## config.mk

```make
export PLATFORM = sky130hd
export DESIGN_NAME = pipeline_elastic_stage
export DESIGN_NICKNAME = d
export VERILOG_FILES = /design/src/rtl/pipeline_elastic_stage.sv
export SDC_FILE = /design/constraint.sdc
export NUM_CORES = 1
export LEC_CHECK = 0
export ABC_AREA = 0
export CORE_ASPECT_RATIO = 1.2
export CORE_MARGIN = 3
export CORE_UTILIZATION = 49
export CTS_BUF_LIST = sky130_fd_sc_hd__clkbuf_8
export DETAILED_ROUTE_END_ITERATION = 8
export MAX_ROUTING_LAYER = met4
export PLACE_DENSITY = 0.82
export SLEW_MARGIN = 20
export SYNTH_ARGS = -nofsm -noshare
export SYNTH_HDL_FRONTEND = slang
export SYNTH_SLANG_ARGS = --single-unit
```

## constraint.sdc

```tcl
create_clock -name clk -period 4.25 [get_ports clk]
set_input_delay 0.6375 -clock clk [delete_from_list [all_inputs] [get_ports clk]]
set_output_delay 0.6375 -clock clk [all_outputs]
set_load 0.01 [all_outputs]
```

## src/rtl/pipeline_elastic_stage.sv

```systemverilog
// Elastic pipeline stage: a small circular buffer between a valid/ready
// producer and consumer. in_ready is decoded from the registered occupancy
// only, so no combinational path runs from out_ready back to in_ready.
// A full buffer therefore accepts nothing on the cycle it drains; in_ready
// rises on the following cycle.
module pipeline_elastic_stage #(
    parameter int WIDTH = 32,
    parameter int DEPTH = 2,
    parameter int CW    = $clog2(DEPTH + 1)
) (
    input  logic             clk,
    input  logic             rst,
    input  logic             flush,
    input  logic             in_valid,
    input  logic [WIDTH-1:0] in_data,
    output logic             in_ready,
    output logic             out_valid,
    output logic [WIDTH-1:0] out_data,
    input  logic             out_ready,
    output logic [CW-1:0]    count
);

    localparam int PW = (DEPTH > 1) ? $clog2(DEPTH) : 1;
    localparam logic [CW-1:0] DEPTH_C   = CW'(DEPTH);
    localparam logic [PW-1:0] PTR_LAST  = PW'(DEPTH - 1);

    logic [WIDTH-1:0] r_mem [DEPTH];
    logic [PW-1:0]    r_wr_ptr;
    logic [PW-1:0]    r_rd_ptr;
    logic [CW-1:0]    r_count;

    logic             w_full_n;
    logic             w_not_empty;
    logic             w_push;
    logic             w_pop;
    logic [PW-1:0]    w_wr_ptr_nxt;
    logic [PW-1:0]    w_rd_ptr_nxt;

    // Handshake qualification; flush wins over both sides of the buffer.
    always_comb begin
        w_full_n     = (r_count < DEPTH_C);
        w_not_empty  = (r_count != '0);
        w_push       = in_valid  && w_full_n    && !flush;
        w_pop        = out_ready && w_not_empty && !flush;
        w_wr_ptr_nxt = (r_wr_ptr == PTR_LAST) ? '0 : r_wr_ptr + PW'(1);
        w_rd_ptr_nxt = (r_rd_ptr == PTR_LAST) ? '0 : r_rd_ptr + PW'(1);
    end

    // Payload storage; not reset because out_data is masked while empty.
    always_ff @(posedge clk) begin
        if (w_push) begin
            r_mem[r_wr_ptr] <= in_data;
        end
    end

    // Pointer and occupancy state with async clear and synchronous flush.
    always_ff @(posedge clk or posedge rst) begin
        if (rst) begin
            r_wr_ptr <= '0;
            r_rd_ptr <= '0;
            r_count  <= '0;
        end else if (flush) begin
            r_wr_ptr <= '0;
            r_rd_ptr <= '0;
            r_count  <= '0;
        end else begin
            if (w_push) begin
                r_wr_ptr <= w_wr_ptr_nxt;
            end
            if (w_pop) begin
                r_rd_ptr <= w_rd_ptr_nxt;
            end
            if (w_push && !w_pop) begin
                r_count <= r_count + CW'(1);
            end else if (w_pop && !w_push) begin
                r_count <= r_count - CW'(1);
            end
        end
    end

    // Output decode from registered state; head payload forced to zero when empty.
    always_comb begin
        in_ready  = w_full_n;
        out_valid = w_not_empty;
        out_data  = w_not_empty ? r_mem[r_rd_ptr] : '0;
        count     = r_count;
    end

endmodule

```

# [Word-level counts from Yosys, hierarchy flattened]
# Memory sizes are Yosys's and may differ from the RTL's.
# Cells that the tools add are included.
[op_classes] add_sub_neg=4 magnitude_cmp=1 n_mux=12 reduce_logical=13
[ops] op="32-bit two-way mux" count=1
[ops] op="1-bit two-way mux" count=8
[ops] op="1-bit logical AND" count=6
[ops] op="2-bit two-way mux" count=3
[ops] op="2-bit nonzero test" count=3
[ops] op="1-bit zero test" count=3
[ops] op="3-bit nonzero test" count=1
[ops] op="1-bit adder (second input constant)" count=2
[ops] op="2-bit by 1-bit adder with 2-bit output (second input constant)" count=1
[ops] op="2-bit less-than comparator (second input constant)" count=1
[ops] op="2-bit by 1-bit subtractor with 2-bit output (second input constant)" count=1
[totals] ff_bits=4 ram_bits=64 input_bits=37 wordCells=34 memories=1
[mem_list] memory="r_mem" words=2 word_bits=32 read_ports=1 rd_ports_with_merged_regs=0 wr=1 line_no="27" text="logic [WIDTH-1:0] r_mem [DEPTH];"

# [Longest topological paths before layout]
# Gate-level depths: netlist of run 1.
[logic_depth] ltp_word=8 ltp_mapped=4 ltp_nobuf=3

# [Worst setup path after synthesis of run 1]
# Ideal clock, no wire load.
[synth_path] path_type="input to register" start="in in_valid" end="mem r_mem[1][0], enable pin" setup_time_ps=468 arrival_time_ps=3134 required_time_ps=3782 setup_slack_ps=648 path_stages=2 path_cell_list="nand2b_2 -> nor3b_1"
[synth_via] elab_chain_len=4
[synth_lines] element="from (decl)" line_no="14" text="input logic in_valid,"
[synth_lines] element="1-bit logical AND (2 in series)" line_no="43" text="w_push = in_valid && w_full_n && !flush;"
[synth_lines] element="1-bit two-way mux" line_no="51" text="if (w_push) begin"
[synth_lines] element="1-bit two-way mux (implied by the code)" line_no="52" text="r_mem[r_wr_ptr] <= in_data;"
[synth_lines] element="to (decl)" line_no="27"
# Every way passes these cells.

# [Worst setup path in the final report of run 1]
[layout_path] start="reg r_rd_ptr" end="out out_data[14]"
[layout_via] elab_chain_len=2
[layout_lines] element="from (decl)" line_no="29" text="logic [PW-1:0] r_rd_ptr;"
[layout_lines] element="from (signal assigned)" line_no="71" text="r_rd_ptr <= w_rd_ptr_nxt;"
[layout_lines] element="memory 2 x 32 bit"
[layout_lines] element="32-bit two-way mux" line_no="85" text="out_data = w_not_empty ? r_mem[r_rd_ptr] : '0;"
[layout_lines] element="to (decl)" line_no="18" text="output logic [WIDTH-1:0] out_data,"
# Every way passes these cells.

==> results of run 1 <==
-- per-stage QoR --
step | setup WS (ns) | power, mW | cells | instance area (um2) | util (%)
3_3_place_gp | 1.72 | 0.992 | 288 | 3420 | 67.7
5_1_grt | 1.19 | 1.45 | 302 | 3560 | 70.6
3_5_place_dp | 1.69 | 0.996 | 288 | 3420 | 67.7
4_1_cts | 1.32 | 1.40 | 302 | 3560 | 70.6
2_1_floorplan | 0.648 | 0.885 | 160 | 2630 | -
6_report | 1.38 | 1.38 | 302 | 3560 | 70.6
-- routing by layer --
metal | vias to the layer above | wire length [um] | share of wire, %
met5 | - | 0 | 0
met4 | 0 | 117 | 2.5
met3 | 10 | 315 | 6.7
met2 | 57 | 2420 | 52
met1 | 731 | 1830 | 39
li1 | 738 | - | -
-- worst register-to-register path, stage by stage, from the launching register on --
cell and delay, ns:
dfrtp_1 0.46, nand2b_2 0.28, nor3b_2 0.17, buf_4 0.41
-- placed cells by master, fill, tap and decap left out, drive strengths merged --
cell type      instances
mux2i                 33
edfxtp                64
a21o                   1
o21ai                  2
xor2                   2
nand2                  1
nand2b                 2
clkdlybuf4s50         72
nor2                  35
nor3b                  1
buf                    3
inv                    3
clkbuf                 9
dfrtp                  4
clkinv                 5
nor2b                  2
nor3                   1
a21oi                  2
-- path summary, 6_finish.rpt --
check	startpoint	endpoint	slack (ns)
setup / recovery	r_rd_ptr	out_data[14]	1.38
hold / removal	rst	count[1]	0.49
setup reg to reg	count[1]	r_mem[1][9]	2.58
hold reg to reg	r_wr_ptr	r_wr_ptr	0.59
max in group asynchronous	rst	r_rd_ptr	3.58
min in group clk	r_wr_ptr	r_wr_ptr	0.59
-- state kept, by name, summed over array words and instances, names as in the netlist --
signal	cells
r_rd_ptr	1
r_wr_ptr	1
r_mem	64
count	2
-- cell type report --
cell class / count / area [um2] / share of cell area (%)
Tap cell: 60 / 75.1 / 2.11
Inverter: 3 / 11.3 / 0.316
Clock inverter: 5 / 21.3 / 0.597
Timing Repair Buffer: 75 / 743 / 20.9
Clock buffer: 9 / 124 / 3.48
Multi-Input combinational cell: 82 / 563 / 15.8
Sequential cell: 68 / 2020 / 56.8
-- power by group --
part	leakage [nW]	switching [mW]	internal, mW	total, mW
registers	0.639	0.0235	0.765	0.789
clock network	0.0772	0.207	0.196	0.403
logic	0.486	0.0794	0.111	0.191
-- cell families after synthesis --
| family | synth area share [%] |
|---|---|
| XOR/XNOR | 0.666 |
| AO/OA/AOI/OAI | 1.05 |
| buffers and inverters | 2.14 |
| AND/OR/NAND/NOR | 6.66 |
| multiplexers | 12.6 |
| flip-flops | 76.9 |
==> impl_summary.log, run 1 <==
[metrics] category of cells accounting for the largest share of critical-path delay: flip-flops
[metrics] Tot GR Track Use: 16.7%
[metrics] Pwr Density: 388 nW/um2
[metrics] leading post-synthesis cells by cell area: edfxtp_1 (73%), mux2i_1 (13%), nor2_1 (5.0%), dfrtp_1 (3.8%), buf_4 (1.1%)
[metrics] number of standard-cell rows in the floorplan: 28
[metrics] maximum number of pins on one net before global-route repair: 34
[metrics] width of the chip: 72.9 um
[metrics] Worst slew margin: 36.3%
[metrics] global routing met2 resource utilization: 26.4%
[metrics] met3 Usage GRT: 3.71%
[metrics] final critical-path share of the clock period: 67.6%
[metrics] CTS root buffer: clkbuf_8
[metrics] largest area contributor in the synthesized netlist: edfxtp_1
[metrics] post-cts hold buffer count: 0
[metrics] Via Count: 1536
[metrics] number of buffers created by CTS: 9
[metrics] Crit Path Category: flop to primary output
[metrics] detailed placer's ending HPWL: 3120 um
[metrics] number of buffers between clock root and the deepest sink: 2
[metrics] Gate Count Post-Synth: 160
[metrics] Core Box Area: 5040 um2
[metrics] post-route setup TNS: 0 ns
[metrics] syn_area_per_cell: 16.4 um2
[metrics] initial antenna violation count: 0
[metrics] register area share after synthesis: 76.9%
[metrics] Primary FF master, synth: edfxtp_1
[metrics] maximum ir drop on the vdd rail: 0.265 mV
[metrics] longest individual stage delay on the worst path: 1.00 ns
[metrics] number of optimization iterations in the first detailed-route pass: 4
[metrics] number of post-CTS setup repair buffers: 0
[metrics] number of gates resized after cts: 0
[metrics] Synth Warn #: 0
[metrics] die area: 6280 um2
[metrics] FFs w/ async S/R, synth: 5.88%
[metrics] number of cells on the critical path: 3
[metrics] Synth cell types: 17
[metrics] clk sink count: 68
[metrics] initial standard-cell utilization of the core: 52.1%
[metrics] crit path max-delay cell type: dfrtp_2
[metrics] CTS tree: yes
[metrics] CTS HTree Levels: 3
[metrics] # fillers: 369
[metrics] number of enable-type register cells in the synthesized netlist: 64
[metrics] number of hold-slack violations in the final timing report: 0
[metrics] maximum achievable frequency: 348 MHz
[metrics] I/O Buffers: 72
[metrics] leakage power summed over all cells: 1.20 nW
[metrics] Skew-Pair Late Insertion Delay: 0.33 ns
[metrics] transition time at the pin with the least slew margin: 0.956 ns
[metrics] via count of the first global-routing pass: 1605
[metrics] wire length reported by the detailed router: 4680 um
[metrics] global-route layer with the greatest usage: met2
[metrics] ports placed on the boundary: 73
[metrics] type of element launching the critical path: flop
[metrics] DIE HEIGHT: 86.2 um
[metrics] detail-routed via count per cell: 5.09
[metrics] Worst-path clk slew: 0.06 ns
[metrics] cell-by-cell listing of the critical path: mux2i_1, nor2_1, clkdlybuf4s50_1
[metrics] class of the worst hold path: primary input to asynchronous set/reset pin
[metrics] remaining global-route overflow: 0
[metrics] Worst Skew: 0.00337 ns
[metrics] Iter 0 DRT Violations: 88
[metrics] most common cell in the netlist: edfxtp_1
[metrics] number of nets with antenna violations after detailed routing: 0
[metrics] register bit total from synthesis: 68
[metrics] antenna cell count: 0
[metrics] FF-to-FF path depth: 3
[metrics] count of pins over their slew limit: 0
[metrics] share of cells above drive strength 1: 7.85%
[metrics] synthesis-to-layout area growth: 35.5%
[metrics] status: complete, no violations
[metrics] ranking of synthesized cells by instance count: edfxtp_1 (64), nor2_1 (35), mux2i_1 (33), buf_4 (4), dfrtp_1 (4)
[metrics] Required @ worst endpoint: 3.61 ns
[metrics] Routability Congestion: 0.807
[metrics] DRC errors left: 0
[metrics] count of endpoints failing setup in the final report: 0
[metrics] number of max-cap violations: 0
[metrics] post-layout net count: 276
[metrics] crit path max fanout: 33
[metrics] Post-Syn Area: 2630 um2
[metrics] final period demand of the worst path: 2.87 ns
[metrics] met1 capacity usage during global routing: 18.9%
[metrics] area share of the largest cell type after synthesis: 73.1%
[metrics] wire length of the first global-routing pass: 7360 um
[metrics] CP bufs+invs: 1
[metrics] unrepaired setup endpoints after global routing: false
[metrics] mean routed wirelength per cell: 15.5 um
[metrics] Worst EP arrival: 2.24 ns
[metrics] hold_ws: 0.495 ns
[metrics] nature of the critical path endpoint: primary output
[metrics] syn_nets: 197
(Power assumes the default switching activity.)
==> inputs of run 2 (changes only) <==
CORE_UTILIZATION = 44   (was 49)
PLACE_DENSITY = 0.78   (was 0.82)
clock period = 2.6 ns   (was 4.25 ns; I/O delays follow)
==> run 2 against run 1 <==
Non-clock buffer count rose by 2. Register-to-register slack got worse by 1.7 ns. Via count fell by 2.3%. Die area rose by 10%. Sequential cell count did not move. Setup slack got worse by 0.93 ns. Sequential share of layout area fell by 1.9 points. Power rose by 81%. Critical path depth rose by 1. Sequential power rose by 61%. Clock skew rose by 0.0020 ns. Largest power group unchanged.
==> impl_summary.log, run 2 (same netlist as run 1, synthesis figures left out) <==
[metrics] status: complete, no violations (unchanged)
[metrics] final critical-path share of the clock period: 82.8%
[metrics] Core Box Area: 5710 um2 (was 5040 um2)
[metrics] number of standard-cell rows in the floorplan: 30 (was 28)
[metrics] fraction of power consumed by the clock network: 35.6% (was 29.2%)
[metrics] mean routed wirelength per cell: 13.8 um (was 15.5 um)
[metrics] portion of total power attributed to combinational logic: 13.7% (was 13.8%)
[metrics] Routability Congestion: 0.688 (was 0.807)
[metrics] most common cell after layout, fill and taps aside: clkdlybuf4s50_1 (unchanged)
[metrics] detailed placer's ending HPWL: 2980 um (was 3120 um)
[metrics] CTS root buffer: clkbuf_8 (unchanged)
[metrics] I/O Buffers: 72 (unchanged)
[metrics] clk sink count: 68 (unchanged)
[metrics] wire length reported by the detailed router: 4510 um (was 4680 um)
[metrics] ports placed on the boundary: 73 (unchanged)
[metrics] Worst slew margin: 71.1% (was 36.3%)
[metrics] Required @ worst endpoint: 2.21 ns (was 3.61 ns)
[metrics] flip-flop count of the largest register, all copies and words added: 64 (unchanged)
[metrics] post-route setup TNS: 0 ns (unchanged)
[metrics] count of endpoints failing setup in the final report: 0 (unchanged)
[metrics] Internal Dissipation: 1.97 mW (was 1.07 mW)
[metrics] number of gates resized after cts: 0 (unchanged)
[metrics] leakage power summed over all cells: 1.25 nW (was 1.20 nW)
[metrics] Worst-path clk slew: 0.06 ns (about the same)
[metrics] Design Area, Final: 3690 um2 (was 3560 um2)
[metrics] Tot GR Track Use: 14.2% (was 16.7%)
[metrics] CTS HTree Levels: 3 (unchanged)
[metrics] post-layout net count: 278 (was 276)
[metrics] Reg-to-Reg Start: count[1] (unchanged)
[metrics] die area: 6940 um2 (was 6280 um2)
[metrics] number of buffers between clock root and the deepest sink: 2 (unchanged)
[metrics] Worst R2R End: r_mem[1][18] (was r_mem[1][9])
[metrics] initial standard-cell utilization of the core: 46.1% (was 52.1%)
[metrics] class of the worst hold path: primary input to asynchronous set/reset pin (unchanged)
[metrics] crit path max fanout: 20 (was 33)
[metrics] width of the chip: 76.6 um (was 72.9 um)
[metrics] number of buffers created by CTS: 9 (unchanged)
[metrics] Iter 0 DRT Violations: 82 (was 88)
[metrics] # fillers: 447 (was 369)
[metrics] type of element launching the critical path: flop (unchanged)
[metrics] post-place instance area: 3480 um2 (was 3420 um2)
[metrics] flop2flop setup slack: 0.90 ns (was 2.58 ns)
[metrics] final period demand of the worst path: 2.15 ns
[metrics] initial antenna violation count: 0 (unchanged)
[metrics] detail-routed via count per cell: 4.60 (was 5.09)
[metrics] CTS tree: yes (unchanged)
[metrics] transition time at the pin with the least slew margin: 0.434 ns (was 0.956 ns)
[metrics] maximum achievable frequency: 465 MHz
[metrics] unrepaired setup endpoints after global routing: false (unchanged)
[metrics] number of post-CTS setup repair buffers: 0 (unchanged)
[metrics] share of cells above drive strength 1: 9.76% (was 7.85%)
[metrics] core occupancy in the finished layout: 64.6% (was 70.6%)
[metrics] maximum ir drop on the vdd rail: 0.408 mV (was 0.265 mV)
[metrics] number of optimization iterations in the first detailed-route pass: 3 (was 4)
[metrics] via count of the first global-routing pass: 1500 (was 1605)
[metrics] DIE HEIGHT: 90.7 um (was 86.2 um)
[metrics] number of hold-slack violations in the final timing report: 0 (unchanged)
[metrics] FF-to-FF path depth: 3 (unchanged)
[metrics] nature of the critical path endpoint: primary output (unchanged)
[metrics] Worst Skew: 0.00536 ns (was 0.00337 ns)
[metrics] number of nets with antenna violations after detailed routing: 0 (unchanged)
[metrics] remaining global-route overflow: 0 (unchanged)
[metrics] synthesis-to-layout area growth: 40.3% (was 35.5%)
[metrics] maximum number of pins on one net before global-route repair: 34 (unchanged)
[metrics] register with the most flip-flops: r_mem (unchanged)
[metrics] Via Count: 1500 (was 1536)
[metrics] top library cells by usage in the layout, fill and taps aside: clkdlybuf4s50_1 (72), edfxtp_1 (64), nor2_1 (34) (unchanged)
[metrics] number of max-cap violations: 0 (unchanged)
[metrics] Worst EP arrival: 1.76 ns (was 2.24 ns)
[metrics] Skew-Pair Late Insertion Delay: 0.32 ns (was 0.33 ns)
[metrics] Flop pwr share: 50.7% (was 57.0%)
[metrics] Pwr Density: 678 nW/um2 (was 388 nW/um2)
[metrics] DRC errors left: 0 (unchanged)
[metrics] switching portion of total power: 21.3% (was 22.4%)
[metrics] count of pins over their slew limit: 0 (unchanged)
[metrics] Crit Path Category: flop to primary output (unchanged)
[metrics] post-cts hold buffer count: 0 (unchanged)
[metrics] hold_ws: 0.238 ns (was 0.495 ns)
[metrics] net load switching power: 0.532 mW (was 0.310 mW)
[metrics] antenna cell count: 0 (unchanged)
[metrics] wire length of the first global-routing pass: 7200 um (was 7360 um)
==> run 2: worst max path at each step <==
stage              from            to  slack [ns]  cells past startpoint
2_1_floorplan  count[1]   r_mem[1][0]        0.16                      2
3_3_place_gp   in_valid   r_mem[1][8]        0.63                      4
3_5_place_dp   in_valid   r_mem[1][8]        0.59                      4
4_1_cts        count[1]  out_data[24]        0.41                      4
5_1_grt        count[1]  out_data[21]        0.34                      4
6_report       count[1]  out_data[24]        0.45                      4
==> run 2: through the flow <==
step	setup slack (ns)	total power, mW	cells
CTS	0.415	2.53	326
global placement	0.627	1.63	310
finish	0.448	2.50	326
floorplan	0.157	1.45	160
global route	0.341	2.61	326
detailed placement	0.589	1.64	310
==> run 2: critical path, stage by stage (launching register included) <==
cell and delay [ns]:
dfrtp_1 0.46, nor2_2 0.07, buf_4 0.21, nor2_1 0.13, clkdlybuf4s50_1 0.56
==> run 2: area by class of cell <==
cell class,instances,area (um2),area share (%)
clock buffers,9,124,3.36
clock inverters,7,82.6,2.24
inverters,3,11.3,0.305
multi-input cells,82,576,15.6
flip-flops and latches,68,2020,54.9
well taps,80,100,2.71
repair buffers,77,771,20.9
==> run 2: power by group through the flow <==
| stage | sequential (mW) | clock, mW | combinational [mW] |
|---|---|---|---|
| global route | 1.27 | 0.976 | 0.369 |
| global placement | 1.29 | 0 | 0.343 |
| finish | 1.27 | 0.890 | 0.343 |
| detailed placement | 1.29 | 0 | 0.348 |
| floorplan | 1.29 | 0 | 0.159 |
| CTS | 1.27 | 0.911 | 0.350 |
==> run 2: layer usage <==
metal | wire, um | GRT usage (%)
met5 | 0 | -
met4 | 46 | 7.70
met3 | 163 | 3.79
met2 | 2360 | 23.2
met1 | 1940 | 16.0
